File: config.mk
export PLATFORM = sky130hd
export DESIGN_NAME = fetch_unit_flat
export DESIGN_NICKNAME = d
export VERILOG_FILES = /design/src/rtl/fetch_unit_pkg.sv /design/src/rtl/fetch_unit_if.sv /design/src/rtl/fetch_ir_reg.sv /design/src/rtl/fetch_unit.sv /design/src/flat_wrapper.sv
export SDC_FILE = /design/constraint.sdc
export NUM_CORES = 1
export LEC_CHECK = 0
export CORE_MARGIN = 2
export CORE_UTILIZATION = 27
export CTS_BUF_LIST = sky130_fd_sc_hd__clkbuf_16
export DETAILED_ROUTE_END_ITERATION = 8
export HOLD_SLACK_MARGIN = 0.1
export PLACE_DENSITY = 0.53
export SETUP_SLACK_MARGIN = 0.4
export SKIP_LAST_GASP = 1
export SLEW_MARGIN = 20
export SYNTH_ARGS = -nofsm -noshare
export SYNTH_HDL_FRONTEND = slang
export SYNTH_SLANG_ARGS = --single-unit
File: constraint.sdc
create_clock -name clk -period 3 [get_ports clk]
set_input_delay 0.6 -clock clk [delete_from_list [all_inputs] [get_ports clk]]
set_output_delay 0.6 -clock clk [all_outputs]
set_load 0.005 [all_outputs]
File: src/rtl/fetch_unit_pkg.sv
// Shared types and constants for the instruction fetch stage.
package fetch_unit_pkg;

   localparam int          PC_W     = 32;
   localparam logic [31:0] NOP_WORD = 32'hE1A0_0000;

   typedef enum logic [1:0] {
      ST_BOOT  = 2'd0,
      ST_RUN   = 2'd1,
      ST_STALL = 2'd2,
      ST_FLUSH = 2'd3
   } fetch_state_e;

   function automatic logic [PC_W-1:0] word_align(input logic [PC_W-1:0] addr);
      return addr & ~32'h3;
   endfunction

endpackage

File: src/rtl/fetch_unit_if.sv
// Fetch stage bundle: pipeline control, instruction memory port and decode-facing outputs.
interface fetch_unit_if;
   import fetch_unit_pkg::*;

   logic            stall_i;
   logic            branch_i;
   logic [PC_W-1:0] branch_target_i;
   logic [PC_W-1:0] imem_addr_o;
   logic [31:0]     imem_rd_i;
   logic [31:0]     instr_o;
   logic [PC_W-1:0] pc_o;
   logic [PC_W-1:0] pc_plus8_o;
   logic            valid_o;
   logic            fault_o;

   modport master (
      input  stall_i, branch_i, branch_target_i, imem_rd_i,
      output imem_addr_o, instr_o, pc_o, pc_plus8_o, valid_o, fault_o
   );

   modport slave (
      output stall_i, branch_i, branch_target_i, imem_rd_i,
      input  imem_addr_o, instr_o, pc_o, pc_plus8_o, valid_o, fault_o
   );

endinterface

File: src/rtl/fetch_ir_reg.sv
// Instruction register slot handed to decode; bubble wins over load, otherwise the slot holds.
module fetch_ir_reg #(
   parameter logic [31:0] RESET_PC = 32'h0000_0000,
   parameter logic [31:0] NOP_WORD = fetch_unit_pkg::NOP_WORD
) (
   input  logic        clk,
   input  logic        rst_n,
   input  logic        load,
   input  logic        bubble,
   input  logic [31:0] instr_d,
   input  logic [31:0] pc_d,
   input  logic        fault_d,
   output logic [31:0] instr_q,
   output logic [31:0] pc_q,
   output logic        valid_q,
   output logic        fault_q
);

   always_ff @(posedge clk or negedge rst_n) begin
      if (!rst_n) begin
         instr_q <= NOP_WORD;
         pc_q    <= RESET_PC;
         valid_q <= 1'b0;
         fault_q <= 1'b0;
      end else if (bubble) begin
         // pc_q keeps its last value; it is meaningless while valid_q is low
         instr_q <= NOP_WORD;
         valid_q <= 1'b0;
         fault_q <= 1'b0;
      end else if (load) begin
         instr_q <= instr_d;
         pc_q    <= pc_d;
         valid_q <= 1'b1;
         fault_q <= fault_d;
      end
   end

endmodule

File: src/rtl/fetch_unit.sv
// Instruction fetch stage: PC sequencing FSM with stall hold, branch redirect bubble and
// out-of-range fault slots.
//
//   state    | meaning
//   ---------+-----------------------------------------------------------
//   ST_BOOT  | first edge after reset; nothing fetched, branches ignored
//   ST_RUN   | fetching one word per edge
//   ST_STALL | decode busy; PC and instruction slot frozen
//   ST_FLUSH | bubble issued after a redirect; fetch resumes at new PC
module fetch_unit #(
   parameter logic [31:0] RESET_PC   = 32'h0000_0000,
   parameter int          IMEM_WORDS = 64,
   parameter logic [31:0] NOP_WORD   = fetch_unit_pkg::NOP_WORD
) (
   input  logic         clk,
   input  logic         rst_n,
   fetch_unit_if.master bus
);
   import fetch_unit_pkg::*;

   localparam logic [PC_W-1:0] IMEM_BYTES = IMEM_WORDS * 4;

   fetch_state_e    state_q, state_d;
   logic [PC_W-1:0] pc_q, pc_d;
   logic            ir_load, ir_bubble;
   logic            in_range;
   logic [31:0]     fetch_word;

   assign in_range        = (pc_q < IMEM_BYTES);
   assign fetch_word      = in_range ? bus.imem_rd_i : NOP_WORD;
   assign bus.imem_addr_o = pc_q;
   assign bus.pc_plus8_o  = bus.pc_o + 32'd8;

   always_ff @(posedge clk or negedge rst_n) begin
      if (!rst_n) begin
         state_q <= ST_BOOT;
         pc_q    <= RESET_PC;
      end else begin
         state_q <= state_d;
         pc_q    <= pc_d;
      end
   end

   // RUN, STALL and FLUSH share one rule set; only BOOT differs.
   always_comb begin
      state_d   = state_q;
      pc_d      = pc_q;
      ir_load   = 1'b0;
      ir_bubble = 1'b0;
      case (state_q)
         ST_BOOT: state_d = ST_RUN;
         default: begin
            if (bus.branch_i) begin
               pc_d      = word_align(bus.branch_target_i);
               ir_bubble = 1'b1;
               state_d   = ST_FLUSH;
            end else if (bus.stall_i) begin
               state_d = ST_STALL;
            end else begin
               pc_d    = pc_q + 32'd4;
               ir_load = 1'b1;
               state_d = ST_RUN;
            end
         end
      endcase
   end

   fetch_ir_reg #(
      .RESET_PC (RESET_PC),
      .NOP_WORD (NOP_WORD)
   ) u_ir (
      .clk     (clk),
      .rst_n   (rst_n),
      .load    (ir_load),
      .bubble  (ir_bubble),
      .instr_d (fetch_word),
      .pc_d    (pc_q),
      .fault_d (~in_range),
      .instr_q (bus.instr_o),
      .pc_q    (bus.pc_o),
      .valid_q (bus.valid_o),
      .fault_q (bus.fault_o)
   );

endmodule

File: src/flat_wrapper.sv
// flat-port wrapper written by rule: the top's interface ports become plain ports
module fetch_unit_flat import fetch_unit_pkg::*;
#(
   parameter logic [31:0] RESET_PC   = 32'h0000_0000,
   parameter int          IMEM_WORDS = 64,
   parameter logic [31:0] NOP_WORD   = fetch_unit_pkg::NOP_WORD
)
  (clk, rst_n, bus_stall_i, bus_branch_i, bus_branch_target_i, bus_imem_rd_i, bus_imem_addr_o, bus_instr_o, bus_pc_o, bus_pc_plus8_o, bus_valid_o, bus_fault_o);
  fetch_unit_if bus_i ();
  input  logic clk;
  input  logic rst_n;
  input wire logic [$bits(bus_i.stall_i)-1:0] bus_stall_i;
  input wire logic [$bits(bus_i.branch_i)-1:0] bus_branch_i;
  input wire logic [$bits(bus_i.branch_target_i)-1:0] bus_branch_target_i;
  input wire logic [$bits(bus_i.imem_rd_i)-1:0] bus_imem_rd_i;
  output wire logic [$bits(bus_i.imem_addr_o)-1:0] bus_imem_addr_o;
  output wire logic [$bits(bus_i.instr_o)-1:0] bus_instr_o;
  output wire logic [$bits(bus_i.pc_o)-1:0] bus_pc_o;
  output wire logic [$bits(bus_i.pc_plus8_o)-1:0] bus_pc_plus8_o;
  output wire logic [$bits(bus_i.valid_o)-1:0] bus_valid_o;
  output wire logic [$bits(bus_i.fault_o)-1:0] bus_fault_o;
  assign bus_i.stall_i = bus_stall_i;
  assign bus_i.branch_i = bus_branch_i;
  assign bus_i.branch_target_i = bus_branch_target_i;
  assign bus_i.imem_rd_i = bus_imem_rd_i;
  assign bus_imem_addr_o = bus_i.imem_addr_o;
  assign bus_instr_o = bus_i.instr_o;
  assign bus_pc_o = bus_i.pc_o;
  assign bus_pc_plus8_o = bus_i.pc_plus8_o;
  assign bus_valid_o = bus_i.valid_o;
  assign bus_fault_o = bus_i.fault_o;
  fetch_unit #(.RESET_PC(RESET_PC), .IMEM_WORDS(IMEM_WORDS), .NOP_WORD(NOP_WORD)) u_core (.clk(clk), .rst_n(rst_n), .bus(bus_i));
endmodule
## After elaboration in Yosys (flattened, before gate mapping)

Cells that the tools add are included.

- Add/subtract/negate cells: 2
- Magnitude comparators: 1
- Equal/unequal tests: 1
- Multiplexer cells: 17
- Bitwise logic cells: 3
- Reduce and logical (&&, ||, !) cells: 4

Operators by type and width:

| operator | count |
|---|---|
| 32-bit two-way mux | 5 |
| 32-bit by 3-bit adder with 32-bit output (second input constant) | 1 |
| 32-bit by 4-bit adder with 32-bit output (second input constant) | 1 |
| 32-bit by 9-bit less-than comparator with 1-bit output (second input constant) | 1 |
| 1-bit two-way mux | 9 |
| 2-bit two-way mux | 3 |
| 2-bit AND reduction | 2 |
| 1-bit inverter | 3 |
| 2-bit logical NOT | 1 |
| 2-bit by 1-bit inequality test with 1-bit output (second input constant) | 1 |
| 2-bit nonzero test | 1 |

- Flip-flop bits (word level): 100
- Logic and storage cells: 34

## Logic depth before layout (Yosys ltp)

Gate-level depths: netlist of run 1.

- Depth in word-level cells: 5
- Depth in mapped cells: 7

## By module

Synthesis of run 1 repeated with hierarchy kept, for this count alone.

- Cells, all modules: 558
- Area, all modules: 5726.7 µm²

Modules (own cells, without submodules):

| module | times used | cells each | area each (µm²) | sequential area each (µm²) |
|---|---|---|---|---|
| fetch_unit | 1 | 379 | 2976.6 | 800.8 |
| fetch_ir_reg | 1 | 179 | 2750.1 | 1659.1 |

## Worst setup path before layout of run 1

No wires, ideal clock.

- Kind: reg-to-output
- Start point: reg u_core.u_ir.pc_q[3]
- End point: out bus_pc_plus8_o[31]
- Data arrival time: 1877 ps
- Required time: 2400 ps
- Setup slack: 523 ps
- Stages on the path, launching flop included: 6
- Path buffers: 0
- Path through: dfrtp_1 > ha_1 > nand3_1 > or4_1 > nor4_1 > xor2_1

- Word-level cells in the longest chain between the ends: 1

RTL lines:

| item | RTL line | source |
|---|---|---|
| start, declared | fetch_ir_reg.sv:14 | `output logic [31:0] pc_q,` |
| start signal, assigned | fetch_ir_reg.sv:32 | `pc_q <= pc_d;` |
| 32-bit by 4-bit adder with 32-bit output | fetch_unit.sv:32 | `assign bus.pc_plus8_o = bus.pc_o + 32'd8;` |
| end, declared | flat_wrapper.sv:19 | `output wire logic [$bits(bus_i.pc_plus8_o)-1:0] bus_pc_plus8_o;` |

No other way between the ends.

## Worst setup path after layout of run 1

Ends and elaborated chain as after synthesis.

==> metrics.txt, run 1 <==
worst skew pair latency=340 ps; IO Pins=198; Post-Syn Area=0.00513 mm²; largest net degree at the start of global routing=67; post-route ant nets=0; worst clock skew=5.91 ps; period utilisation layout=91.1%; Tot GR Track Use=17.0%; Fin. Hold Viols=0; Max Fclk=0.366 GHz; DP Wirelength=12.6 mm; multi-input logic area=0.00261 mm²; diode count=0; Ys Warns=0; final setup TNS=0 ps; reg-to-reg endpoint=u_core.bus.imem_addr_o[26]; Max Slew Vio Count=0; Initial Utilization=27.5%; critical path capture point type=primary output; final instance area=0.00791 mm²; fraction of registers with async set/reset=100%; first-pass GRT wire length=27.1 mm; maximum fanout along the worst path=3; Final Critical Period=2730 ps; routed length per instance=17.2 µm; Storage cell area=0.00241 mm²; First DRT Iteration DRCs=214; min-delay worst type=input port to asynchronous set/reset pin; Crit Path Class=flip-flop to primary output; CP required=2400 ps; EDFF count, synth=0; vias=5,120; row count=50; Mapped Cells=572; first drt pass iteration count=4; die height=142 µm; Root Driver=clkbuf_16; fill count=1,855; CTS tree=built; Pwr Total=3.89 mW; Crit. Startpoint=u_core.u_ir.pc_q[3]; Yosys cell types=50; Seq/Total Area, Yosys=47.0%; worst slew pin tran=842 ps; max-cap violations=0; worst path arrival time=2130 ps; post-route setup slack=267 ps; Setup WS pre-CTS=29.8 ps; post-placement cell area=0.00735 mm²; core area=0.0186 mm²; Avg Vias per Cell=5.03; vias in the first global route=4,985; maximum vdd drop=249 µV; Num CTS Buffers=9; Die W=142 µm; grt ovf=0; wirelength, routed=17.5 mm; status=finished clean; Fin Hold WS=365 ps; syn avg cell area=8.96 µm²; FF-to-FF Start=u_core.bus.imem_addr_o[2]; RSZ-0062 raised after global routing=yes; clock sinks=96; P&R area growth vs syn=54.2%; CP startpoint kind=flip-flop; clock buffer depth=2; flops & latches, synth=96; Setup Viol. Count Final=0; die footprint=0.0201 mm²; relative slew slack=43.8%; hold_buf cts=0; Pwr Density=492 mW/mm²; Final nets=849; Clk pin slew, worst setup/hold paths=60 ps; LEAKAGE=3.44 nW; Port Buffers=189; Main synth FF type=dfrtp_1; routability cong.=0.889; worst setup path end=bus_pc_plus8_o[31]; Reg2Reg Depth=5; initial antenna violation count=0; drc violations=0; share of cells above drive strength 1=14.6%; H-tree depth=3; worst reg2reg setup slack=710 ps
routing by layer:
metal | global-route usage, % | share of wire (%) | up-vias
li1 | - | - | 2460
met1 | 22.4 | 43 | 2418
met2 | 27.6 | 47 | 215
met3 | 3.85 | 7.6 | 27
met4 | 6.16 | 2.2 | 0
met5 | 0 | 0 | -
per-stage QoR:
step / cells / utilization (%)
finish: 1017 / 42.4
global route: 1017 / 42.4
CTS: 1009 / 41.8
detailed placement: 979 / 39.4
global placement: 979 / 39.4
floorplan: 577 / -
power breakdown:
group | switching [mW] | leakage (nW) | internal (mW) | total [mW]
clock | 0.476 | 0.138 | 0.630 | 1.11
sequential | 0.268 | 1.20 | 1.44 | 1.70
combinational | 0.441 | 2.11 | 0.639 | 1.08
sequential cells by signal (all words and copies together) (netlist names):
signal / count
u_core.u_ir.instr_q: 32
u_core.bus.imem_addr_o: 30
u_core.u_ir.pc_q: 30
u_core.state_q: 2
u_core.u_ir.fault_q: 1
u_core.u_ir.valid_q: 1
placed cells by master (no fill, tap or decap), drive strengths merged, types with 18 or more instances in the layout:
cell and count:
nor3 22, clkdlybuf4s50 164, nand3 29, a22o 26
o21ai 18, nor2 26, buf 63, nand2 109
a21oi 19, dfrtp 90, nand4 19, xnor2 19
logic make-up after synthesis:
family                     synth area share (%)
and+or+nand+nor                            25.9
AOI/OAI and AO/OA                          14.5
DFF                                        47.0
buffers and inverters                      5.54
xor gates and xnor gates                   4.61
muxes                                      1.95
adders and majority gates                 0.488
other                                    0.0731
critical path: stages, from the launching register on:
cell and delay, ps:
dfrtp_1 400, ha_4 170, nand3_4 80, or4_4 510
buf_6 140, nor4_4 210, xor2_1 150, buf_2 130
final cells by class:
type,instances,share of cell area [%]
clock inverters,6,0.649
clock buffers,9,2.85
inverters,13,0.617
flip-flops and latches,96,30.5
well taps,234,3.70
repair buffers,242,28.7
multi-input cells,417,32.9
what timing repair did:
item	CTS	global route
resized for setup	64	32
pin swaps	16	15
endpoints found under the hold margin	0	0
buffers inserted	15	8
endpoints found under the setup margin	22	22
cells in the mapped netlist, types with 3 or more instances:
master,count,area share [%]
dfstp_2,6,3.1
o221ai_1,7,1.2
nand2_1,109,8.0
a211oi_1,6,0.88
nor2b_1,4,0.49
nor3_1,22,2.1
a22oi_1,9,1.3
mux2i_1,10,2.0
buf_2,7,0.68
and3_1,9,1.1
or3_1,5,0.61
or4_1,8,1.2
and4_1,10,1.7
dfrtp_1,90,44
o211ai_1,4,0.59
inv_1,13,0.95
clkbuf_1,35,2.6
nor2_1,26,1.9
buf_4,7,1.0
nor4_1,16,2.0
a21oi_1,19,1.9
nand2b_1,3,0.37
o22ai_1,5,0.61
o21ai_0,18,1.8
nand4_1,18,2.2
xor2_1,8,1.4
nand3_1,29,2.8
a22o_1,26,4.4
xnor2_1,19,3.2
worst min-delay path by stage:
stage / startpoint / endpoint / slack, ps / depth (start not counted)
floorplan: rst_n / u_core.bus.imem_addr_o[10] / 300 / 0
global placement: u_core.u_ir.fault_q / u_core.u_ir.fault_q / 470 / 2
detailed placement: u_core.u_ir.valid_q / u_core.u_ir.valid_q / 470 / 2
CTS: rst_n / u_core.u_ir.pc_q[7] / 390 / 1
global route: rst_n / u_core.u_ir.pc_q[6] / 440 / 1
finish: rst_n / u_core.u_ir.pc_q[4] / 370 / 1
No activity file was read; power rests on OpenSTA's default activity.
==> run 2: changes to the inputs <==
--- a/config.mk
+++ b/config.mk
@@ -5,6 +5,7 @@
 export SDC_FILE = /design/constraint.sdc
 export NUM_CORES = 1
 export LEC_CHECK = 0
+export ABC_CLOCK_PERIOD_IN_PS = 3000
 export CORE_MARGIN = 2
 export CORE_UTILIZATION = 27
 export CTS_BUF_LIST = sky130_fd_sc_hd__clkbuf_16
==> results of run 2 <==
The final DEF is identical to that of run 1; final timing and power are the same.
==> run 3: changes to the inputs <==
--- a/config.mk
+++ b/config.mk
@@ -7,11 +7,11 @@
 export LEC_CHECK = 0
 export ABC_CLOCK_PERIOD_IN_PS = 3000
 export CORE_MARGIN = 2
-export CORE_UTILIZATION = 27
+export CORE_UTILIZATION = 40
 export CTS_BUF_LIST = sky130_fd_sc_hd__clkbuf_16
 export DETAILED_ROUTE_END_ITERATION = 8
 export HOLD_SLACK_MARGIN = 0.1
-export PLACE_DENSITY = 0.53
+export PLACE_DENSITY = 0.73
 export SETUP_SLACK_MARGIN = 0.4
 export SKIP_LAST_GASP = 1
 export SLEW_MARGIN = 20
==> run 3 against run 2 <==
Net effect:
- via count rose by 3.8%
- routed wire length is 3.6% lower
- final area shrank 1.5%
- clock power down 9%
- clock skew rose by 3.0 ps
- non-clock buffer count unchanged
- sequential power barely moved
- die area is 32% lower
- highest routed layer unchanged
- largest power group unchanged
- global-route usage up 6.3 points
- first-iteration DRC count increased by 70%
==> metrics.txt, run 3 (synthesis gave the netlist of run 1 again) <==
status=finished clean; initial antenna violation count=0; commonest cells after routing, fill and taps aside=clkdlybuf4s50_1, nand2_1, dfrtp_1; period utilisation layout=95.1%; metal3 WL=1.53 mm; commonest non-fill, non-tap cell in the layout=clkdlybuf4s50_1; Root Driver=clkbuf_16; Final nets=849; Reg2Reg Depth=5; Avg Vias per Cell=5.56; placed cells=910; first-pass GRT wire length=24.9 mm; post-route setup slack=146 ps; P&R area growth vs syn=52.0%; Die W=117 µm; post-route ant nets=0; max layer used=met4; reg-to-reg endpoint=u_core.bus.imem_addr_o[26]; worst setup path end=bus_pc_plus8_o[27]; critical path's top delay family=simple AND/OR/NAND/NOR gates; largest net degree at the start of global routing=51; Final Critical Period=2850 ps; worst path arrival time=2250 ps; drc violations=0; vias=5,315; row count=41; clock sinks=96; die height=117 µm; worst clock skew=8.90 ps; Pwr Total=3.82 mW; Buf/Inv on CP=4; diode count=0; routability cong.=0.927; first drt pass iteration count=5; fill count=1,039; IO Pins=198; First DRT Iteration DRCs=363; min-delay worst type=input port to asynchronous set/reset pin; final setup TNS=0 ps; maximum vdd drop=249 µV; worst skew pair latency=340 ps; die footprint=0.0137 mm²; Max Slew Vio Count=0; Setup WS pre-CTS=65.3 ps; worst reg2reg setup slack=730 ps; clock buffer depth=2; core area=0.0126 mm²; RSZ-0062 raised after global routing=yes; Pwr Density=490 mW/mm²; H-tree depth=3; CP startpoint kind=flip-flop; Num CTS Buffers=9; maximum fanout along the worst path=3; DP Wirelength=11.6 mm; Routed met2 length=8.30 mm; CP max stage delay=550 ps; worst path cell trace=buf_6 -> ha_4 -> nand3_4 -> or4_4 -> buf_4 -> buf_6 -> nor3_4 -> xor2_1 -> buf_2; wirelength, routed=16.8 mm; relative slew slack=59.8%; LEAKAGE=3.40 nW; most used cell, CP=buf_6; Largest register FFs=32; Tot GR Track Use=23.3%; FF-to-FF Start=u_core.bus.imem_addr_o[3]; share of cells above drive strength 1=13.5%; Port Buffers=189; routed length per instance=17.6 µm; Crit. Startpoint=u_core.u_ir.pc_q[3]; Reg with most FFs=u_core.u_ir.instr_q; Slowest-stage cell, CP=or4_4; max-cap violations=0; Clk pin slew, worst setup/hold paths=60 ps; Setup Viol. Count Final=0; Fin. Hold Viols=0; Layout Cells excl Fill=956; CTS tree=built; Max Fclk=0.350 GHz; grt ovf=0; critical path depth in cells=9; Initial Utilization=40.8%; CP required=2400 ps; M1 WL=6.66 mm; Crit Path Class=flip-flop to primary output; vias in the first global route=4,816; critical path capture point type=primary output; worst slew pin tran=602 ps
## run 3: what timing repair did
action / 4_1_cts / 5_1_grt
pin swaps: 13 / 12
setup buffers: 16 / 14
cloned: 0 / 0
endpoints found under the setup margin: 21 / 20
hold buffers: 0 / 0
resized for setup: 55 / 29
## run 3: worst min path at each step
stage / end / cells past startpoint
after floorplan: u_core.bus.imem_addr_o[10] / 0
after global placement: u_core.u_ir.valid_q / 2
after detailed placement: u_core.u_ir.valid_q / 2
after CTS: u_core.u_ir.pc_q[7] / 1
after global routing: u_core.u_ir.pc_q[7] / 1
final: u_core.u_ir.pc_q[7] / 1
## run 3: layout make-up
class                      count  area, µm²  share of cell area [%]
multi-input combinational    417       2570                    33.0
sequential                    96       2410                    30.9
timing repair buffer         242       2290                    29.4
clock buffer                   9        225                    2.89
tap                          172        215                    2.76
inverter                      13       48.8                   0.626
clock inverter                 7       31.3                   0.401
## run 3: metrics by stage
stage | cell area (µm²) | hold WS [ps] | utilization, %
floorplan | 5150 | 304 | -
global placement | 7220 | 468 | 57.5
detailed placement | 7220 | 473 | 57.5
CTS | 7650 | 284 | 60.9
global route | 7790 | 314 | 62.0
finish | 7790 | 257 | 62.0
## run 3: metal layers
| metal | vias up | global-route usage, % |
|---|---|---|
| met1 | 2551 | 29.7 |
| met3 | 29 | 4.94 |
| met5 | - | 0 |
| met4 | 0 | 8.71 |
| met2 | 276 | 39.1 |
| li1 | 2459 | - |
## run 3: power by group
group | switching, mW | internal (mW)
Sequential | 0.265 | 1.43
Combinational | 0.449 | 0.658
Clock | 0.469 | 0.546
==> RTL edit: new RTL, settings of run 2 <==
Encoding of `fetch_state_e`: now one-hot (4 bits for 4 states).
--- a/src/rtl/fetch_unit_pkg.sv
+++ b/src/rtl/fetch_unit_pkg.sv
@@ -6,7 +6,7 @@
 
-   typedef enum logic [1:0] {
-      ST_BOOT  = 2'd0,
-      ST_RUN   = 2'd1,
-      ST_STALL = 2'd2,
-      ST_FLUSH = 2'd3
+   typedef enum logic [3:0] {
+      ST_BOOT  = 4'b0001,
+      ST_RUN   = 4'b0010,
+      ST_STALL = 4'b0100,
+      ST_FLUSH = 4'b1000
    } fetch_state_e;
Check against the original RTL: same outputs for any inputs over 4 cycles, from zero or initial values and one cycle with rst_n low; so few cycles prove little.
==> RTL edit against run 2 <==
- clock power is 5% lower
- highest routed layer unchanged
- sequential cell count up 2
- synthesized area grew 0.66%
- largest power group unchanged
- setup slack worse by 0.096 ns
- clock skew up 0.0022 ns
- final area up 0.44%
- power is 0.82% higher
- wire length down 1.7%
==> RTL edit: results (changes against run 2) <==
status: "complete, no violations"
gr-usage-met2_pct: 27.6  # -0.032 points
vias: 4948  # -3.4%
ir_drop_v: 0.000278  # +12%
finClkSkew_ns: 0.00816  # +0.00225 ns
arrival_ns: 2.23  # +0.10 ns
reg2regPathDepth: 6  # +1
wl_met1_um: 7600  # +0.81%
cts_resized: 107  # +67%
crit_end: "bus_pc_plus8_o[27]"
crit-reg2reg-capture: "u_core.bus.imem_addr_o[31]$_DFFE_PN0P_"
clk_pin_slew_ns: 0.07
clock_latency_ns: 0.35
grt_usage_pct: 17.1  # +0.024 points
synth_cell_types: 58  # +16%
postCtsSetupRepairBufs: 19  # +4
r2r_start: "u_core.state_q[0]$_DFF_PN1_"
postSynthAreaPerCell_um2: 9.44  # +5.3%
met3_usage_pct: 4.48  # +0.63 points
dp.cells: 961  # -1.8%
dp_hpwl_um: 12500  # -1.1%
whs_ns: 0.298  # -0.0668 ns
use_met1_pct: 22.3  # -0.10 points
wl_met2_um: 7980  # -3.2%
antenna_left: 0  # unchanged
grt_pass1_wl_um: 27000  # -0.41%
drive_gt1_share_pct: 17.2  # +2.7 points
wl_per_cell_um: 17.2  # about the same
hp-class: "primary input to async pin"
grt_max_degree: 55  # -18%
n_antenna_cell: 0  # unchanged
setup_ws_ns: 0.171  # -0.0962 ns
cts-root-buf: "clkbuf_16"
leakage_nw: 3.60  # +4.6%
route.met3.wl_um: 1320  # -0.60%
ys_warn_count: 0  # unchanged
tightest_slew_ns: 0.740  # -0.103 ns
cpPeakStageDelay_ns: 0.38  # -0.13 ns
nNetsFinal: 831  # -2.1%
wl_um: 17200  # -1.7%
numCtsBuffers: 9  # unchanged
ys_top_cells_by_count: "125 x nand2_1, 91 x dfrtp_1, 27 x a22o_1, 27 x nor2_1, 21 x nand3_1"
pre_cts_ws_ns: 0.0225  # -0.00729 ns
crit_start: "u_core.u_ir.pc_q[4]$_DFFE_PN0P_"
finalHoldViolations: 0  # unchanged
placed_area_mm2: 0.00738  # +0.32%
synthTopCellsByArea: "dfrtp_1 44%, nand2_1 9.1%, a22o_1 4.6%"
regToRegSetupSlack_ns: 0.78  # +0.07 ns
numPortBuffers: 189  # unchanged
routabilityCongestion: 0.834  # -6.1%
synth_seq_area_share_pct: 47.7  # +0.69 points
largest_reg_flops: 32  # unchanged
drtIter0Drc: 279  # +30%
largest_register: "u_core.u_ir.instr_q"
path_max_fanout: 2  # -1
crit_path_top_delay_cell: "dfrtp_1"
-- RTL edit: cell types whose count changed after synthesis, moves of 8 or more --
cell / change
a22oi_1: -8
clkbuf_1: -20
nand2_1: +16
nand3_1: -8
nor3_1: -13
nor4_1: -8
o22ai_1: +13
-- RTL edit: area by class of cell --
type,count,area (µm²)
clock inverter,7,37.5
multi-input combinational,408,2640
sequential,98,2460
clock buffer,9,225
inverter,7,26.3
fill,1837,10800
tap,234,293
timing repair buffer,237,2260
-- RTL edit: kinds of logic after synthesis --
logic type / count (synthesis) / share of synthesized area [%]
AOI/OAI and AO/OA: 106 / 14.6
xor gates and xnor gates: 27 / 4.58
adders and majority gates: 2 / 0.485
buffers and inverters: 47 / 4.78
DFF: 98 / 47.7
muxes: 15 / 2.91
other: 1 / 0.0727
and+or+nand+nor: 251 / 24.9
-- RTL edit: power by group --
part | switching [mW] | internal [mW] | total (mW)
combinational | 0.459 | 0.656 | 1.12
sequential | 0.283 | 1.47 | 1.75
clock | 0.506 | 0.552 | 1.06
